$ cat config.mk
export PLATFORM = sky130hd
export DESIGN_NAME = serial_adder
export DESIGN_NICKNAME = d
export VERILOG_FILES = /design/src/rtl/serial_adder.sv
export SDC_FILE = /design/constraint.sdc
export NUM_CORES = 1
export LEC_CHECK = 0
export CAP_MARGIN = 20
export CORE_ASPECT_RATIO = 1.4
export CORE_MARGIN = 8
export CORE_UTILIZATION = 43
export CTS_CLUSTER_SIZE = 24
export DETAILED_ROUTE_END_ITERATION = 6
export PLACE_DENSITY_LB_ADDON = 0.15
export SLEW_MARGIN = 20
export SYNTH_ARGS = -nofsm -noshare
export SYNTH_HDL_FRONTEND = slang
export SYNTH_SLANG_ARGS = --single-unit
$ cat constraint.sdc
create_clock -name clk -period 1.9 [get_ports clk]
set_clock_uncertainty 0.1 [all_clocks]
set_input_delay 0.38 -clock clk [delete_from_list [all_inputs] [get_ports clk]]
set_output_delay 0.38 -clock clk [all_outputs]
set_load 0.005 [all_outputs]
$ cat src/rtl/serial_adder.sv
// Bit-serial adder: one operand bit per clock, LSB first, result built in a shift register.
// Define SERIAL_ADDER_SUB_EN to add the sub port and two's-complement subtraction.
module serial_adder #(
    parameter int WIDTH = 8
) (
    input  logic             clk,
    input  logic             rst,
    input  logic             start,
    input  logic [WIDTH-1:0] a,
    input  logic [WIDTH-1:0] b,
`ifdef SERIAL_ADDER_SUB_EN
    input  logic             sub,
`endif
    output logic [WIDTH-1:0] sum,
    output logic             carry,
    output logic             busy,
    output logic             done
);
    // state | meaning
    // IDLE  | waiting for start
    // ADD   | one bit per cycle, LSB first, WIDTH cycles
    // DONE  | sum/carry valid, done pulse; a new start is accepted here too
    localparam logic [1:0] IDLE = 2'd0;
    localparam logic [1:0] ADD  = 2'd1;
    localparam logic [1:0] DONE = 2'd2;
    localparam int CW = $clog2(WIDTH);

    logic [1:0]       state;
    logic [1:0]       state_nxt;
    logic [WIDTH-1:0] a_q;
    logic [WIDTH-1:0] b_q;
    logic [CW-1:0]    cnt;
    logic             sub_q;
    logic             sub_in;
    logic             accept;
    logic             last_bit;
    logic             b_bit;
    logic             p;
    logic             g1;
    logic             g2;
    logic             s_bit;
    logic             c_nxt;

`ifdef SERIAL_ADDER_SUB_EN
    assign sub_in = sub;

    always_ff @(posedge clk or posedge rst) begin
        if (rst) begin
            sub_q <= 1'b0;
        end else if (accept) begin
            sub_q <= sub;
        end
    end
`else
    assign sub_in = 1'b0;
    assign sub_q  = 1'b0;
`endif

    assign busy     = (state == ADD);
    assign done     = (state == DONE);
    assign accept   = start && !busy;
    assign last_bit = (cnt == CW'(WIDTH - 1));

    // Full adder from two half adders; subtraction inverts B and seeds carry with 1.
    assign b_bit = b_q[0] ^ sub_q;
    assign p     = a_q[0] ^ b_bit;
    assign g1    = a_q[0] & b_bit;
    assign s_bit = p ^ carry;
    assign g2    = p & carry;
    assign c_nxt = g1 | g2;

    always_comb begin
        state_nxt = state;
        case (state)
            IDLE:    if (start) state_nxt = ADD;
            ADD:     if (last_bit) state_nxt = DONE;
            DONE:    state_nxt = start ? ADD : IDLE;
            default: state_nxt = IDLE;
        endcase
    end

    always_ff @(posedge clk or posedge rst) begin
        if (rst) begin
            state <= IDLE;
            a_q   <= '0;
            b_q   <= '0;
            cnt   <= '0;
            sum   <= '0;
            carry <= 1'b0;
        end else begin
            state <= state_nxt;
            if (accept) begin
                a_q   <= a;
                b_q   <= b;
                cnt   <= '0;
                carry <= sub_in;
            end else if (busy) begin
                a_q   <= a_q >> 1;
                b_q   <= b_q >> 1;
                sum   <= {s_bit, sum[WIDTH-1:1]};
                carry <= c_nxt;
                cnt   <= cnt + 1'b1;
            end
        end
    end

endmodule

; ---- After elaboration in Yosys (flattened, before gate mapping)
; Index checks and enable logic that the tools add are counted.
[op_classes]
addsub = 1
n_eq_ne = 5
mux = 12
n_bitwise = 6
reduce_logical = 6
[op_table]
columns = cell, count
row1 = $mux W8, 4
row2 = $mux W3, 2
row3 = $pmux W2 S3, 1
row4 = $mux W2, 2
row5 = $reduce_and A2 Y1, 2
row6 = $add A3 B1 Y3 const B, 1
row7 = $eq A3 B3 Y1 const B, 1
row8 = $mux W1, 3
row9 = $and A1 B1 Y1, 2
row10 = $eq A2 B1 Y1 const B, 1
row11 = $eq A2 B2 Y1 const B, 1
row12 = $logic_not A2 Y1, 1
row13 = $ne A2 B1 Y1 const B, 1
row14 = $ne A2 B2 Y1 const B, 1
row15 = $reduce_bool A2 Y1, 1
row16 = $xor A1 B1 Y1, 2
row17 = $logic_and A1 B1 Y1, 1
row18 = $logic_not A1 Y1, 1
row19 = $not A1 Y1, 1
row20 = $or A1 B1 Y1, 1
[totals]
regBits = 30
output_inout_bits = 11

; ---- Depth between registers and ports, before layout
[logic_depth]
depth_word = 5
depth_mapped = 3
depth_no_buf = 3

; ---- Least setup slack after synthesis
; No wires, ideal clock.
[synth_path]
path_kind = input to register
startpoint = input port start
endpoint = register a_q[6]
arrival_time_ns = 1.065
path_slack_ns = 0.610
cell_stages = 3
path_buffers = 1
cell_sequence = buf_6 mux2_4 mux2_4
[synth_via]
elab_chain_cells = 2
word_cells_on_any_way = 3
classes_between = mux: 1 / reduce/logical: 2
[synth_rtl]
columns = element, line
row1 = "start, declared", 8  ; input logic start,
row2 = $logic_and A1 B1 Y1 (*), 61  ; assign accept = start && !busy;
row3 = $mux W8 / $reduce_bool A2 Y1 (equally long branches), -
row4 = "end signal, assigned", 98  ; a_q <= a_q >> 1;
row5 = "end, declared", 30  ; logic [WIDTH-1:0] a_q;
; Mark *: on every way between the ends. The rest lies on a longest branch, timed or not.
; A chain may end at the register's enable or synchronous reset.

; ---- Worst setup path after layout
[layout_path]
startpoint = register state[0]
endpoint = output port done
[layout_via]
elab_chain_cells = 1
[layout_rtl]
columns = element, line
row1 = "start, declared", 28  ; logic [1:0] state;
row2 = "start signal, assigned", 91  ; state <= state_nxt;
row3 = $eq A2 B2 Y1, 60  ; assign done = (state == DONE);
row4 = "end, declared", 17  ; output logic done
; Every way passes these cells.

==> run summary <==
Dividing the detail-routed wire length by the instance count gives 16.1 um. STA classifies the critical path endpoint as an output pin. The synthesized netlist net count was 118. The number of antenna cells inserted was 0; the clock transition at the registers of the reported paths was 60 ps.

Counting every instance in the synthesized netlist gives 96. The achievable frequency is 0.561 GHz, and the area of the die is 5600 um^2. The layout cell share with drive strength beyond 1 works out to 0.376. In the final design database the tool counted 154 nets. Dividing the detail-routed via count by the number of cells gives 4.86. The number of hold-slack violations in the final timing report was 0.

The run gives 0.111 as the global routing usage summed across all routing layers. The max capacitance violation total is 0, and the total vias in the final route is 840. For the number of max-slew violations in the final report, the log shows 0. The later-pin clock latency in the skew report is 280 ps. The share of the cycle needed by the critical path after routing works out to 0.938. The total routed wirelength is 2790 um, and the detailed-placement wirelength estimate is 1870 um. The die boundary height is 85.4 um. The first global-routing pass estimated 4720 um of wire. The logs give 0.907 nW for the standby leakage power and 0.507 for the sequential element share of the synthesized area. Number of I/O port buffers: 29. Summing every instance area after synthesis gives 1480 um^2. Nature of the critical path startpoint: a flip-flop.

Count of state elements after synthesis: 30. Setup repair after global routing left no endpoint under its margin. The number of DRC markers in iteration 0 is 31. TritonCTS built the clock tree. The transition time of the tightest slew-check pin works out to 381 ps. Setup violations remaining at the end of the flow were counted as 0. The number of antenna violations at the first check in global routing came out at 0.

The worst hold slack came out at 372 ps. Remaining max-slew budget at the tightest pin: 0.746. The clock passes through at most 2 buffers.

Yosys printed 0 warnings. The number of global-route vias before repair is 963. The post-detailed-route DRC marker count was 0; the post-CTS repair timing setup buffer count was 0.

After synthesis, the netlist uses 15 different library cells. In this run the clock root is driven by a clkbuf_8. The depth of the most critical reg-to-reg path is 3, and the top-area cell type share of the netlist area is 0.507.

Number of buffers inserted during clock tree synthesis: 5. Of all nets on the critical path, the largest fanout is 3. Power spread over the standard cell area amounts to 1520 nW/um^2. The worst-case IR drop observed on VDD is 0.000862 V. STA puts the critical path data arrival time at 1300 ps. A synthesized cell averages 15.4 um^2. The classification of the worst-slack hold path was input port to asynchronous set/reset pin. The H-tree was split into 2 levels. Entering global routing, the biggest net connects 31 pins. The area growth from synthesis to layout was 29.2%; the required time of the critical path was 1420 ps. For the residual overflow from global routing, the log shows 0. The run gives 0.571 as the end-of-flow core utilization.

The number of rows in the core area is 25. Remaining number of nets flagged by the antenna check after routing: 0. For the I/O pin total, the log shows 30. For this design, the CTS-stage hold fixing added 0 buffers.

The total area inside the core boundary comes to 3350 um^2. The clock period minus final worst setup slack is 1780 ps. By area the synthesized netlist is led by dfrtp_1, mux2_4, mux2_2.

The congestion estimate from routability-driven global placement came to 0.650. Initial core utilization: 0.442. The detailed-routing iteration count for the pre-antenna-repair pass was 4. The worst setup path is of the flip-flop to output pin kind. Cell taking the most area after synthesis: dfrtp_1. In this run, post-CTS repair resized a total of 0 instances. The flow ran to the end, and the final reports show no timing, DRC or antenna violations. Width of the die: 65.6 um. The placement-stage worst setup slack was -32.5 ps; the least setup slack across all paths after layout was 117 ps.

The clock sink count was 30.
==> per-layer routing <==
| layer | global-route usage | share of wire | vias to the layer above |
|---|---|---|---|
| met5 | 0 | 0 | - |
| met4 | 0.0538 | 0.016 | 0 |
| met3 | 0.0567 | 0.073 | 4 |
| met2 | 0.164 | 0.48 | 19 |
| met1 | 0.128 | 0.43 | 421 |
| li1 | - | - | 396 |
==> logic make-up (layout without fill, tap and decap cells) <==
family	after synthesis	count (layout)	synth area share
mux	42	42	0.374
flops	30	30	0.507
buf+inv	11	48	0.0482
simple gates	9	9	0.0364
fa+ha+maj	3	3	0.0304
compound gates	1	1	0.00423
==> power by group <==
group	switching, mW	internal, mW
logic	0.427	0.834
clock network	0.234	0.292
registers	0.174	0.937
==> critical path, stage by stage (launching register included) <==
cell             delay, ps
dfrtp_1                400
nor2b_1                110
clkdlybuf4s50_1        510
==> flip-flops by register name, indices dropped and copies added, names as in the netlist <==
register,cells
b_q,8
carry,1
cnt,3
state,2
sum,8
a_q,8
==> worst paths after layout <==
path	from	end	slack (ps)
min in group clk	cnt[0]	cnt[0]	390
worst min register to register	cnt[0]	cnt[0]	390
max in group asynchronous	rst	state[1]	1040
worst max-delay path	state[0]	done	120
worst max register to register	state[0]	cnt[2]	470
worst min-delay path	rst	b_q[3]	370
==> cells in the mapped netlist <==
master and instances:
dfrtp_1 30, mux2_4 23, mux2_2 14, inv_1 6
mux2i_1 5, buf_6 4, nor2b_1 3, ha_1 2
nand2b_1 2, nor2_1 2, and2_1 1, fa_1 1
inv_2 1, nand2b_2 1, o22ai_1 1
==> per-stage QoR <==
step           setup TNS, ps  cells  power (mW)  cell area (um^2)
2_1_floorplan              0     96        1.98              1480
3_3_place_gp           -2.78    165        2.36              1820
3_5_place_dp           -32.5    165        2.40              1820
4_1_cts                    0    173        2.96              1910
5_1_grt                    0    173        3.10              1910
6_report                   0    173        2.90              1910
==> placed cells by master, fill, tap and decap left out, types with 2 or more instances in the layout <==
cell type	count
buf_4	3
clkbuf_8	6
clkdlybuf4s50_1	28
dfrtp_1	30
ha_1	2
inv_1	6
mux2_2	14
mux2_4	23
mux2i_1	5
nand2b_1	2
nor2_1	2
nor2b_1	3
==> cell type report <==
class / count / area (um^2)
sequential: 30 / 751
clock inverter: 1 / 5.00
clock buffer: 7 / 86.3
tap: 40 / 50.0
multi-input combinational: 55 / 658
inverter: 7 / 26.3
timing repair buffer: 33 / 335
fill: 272 / 1440
No activity file was read; power rests on OpenSTA's default activity.
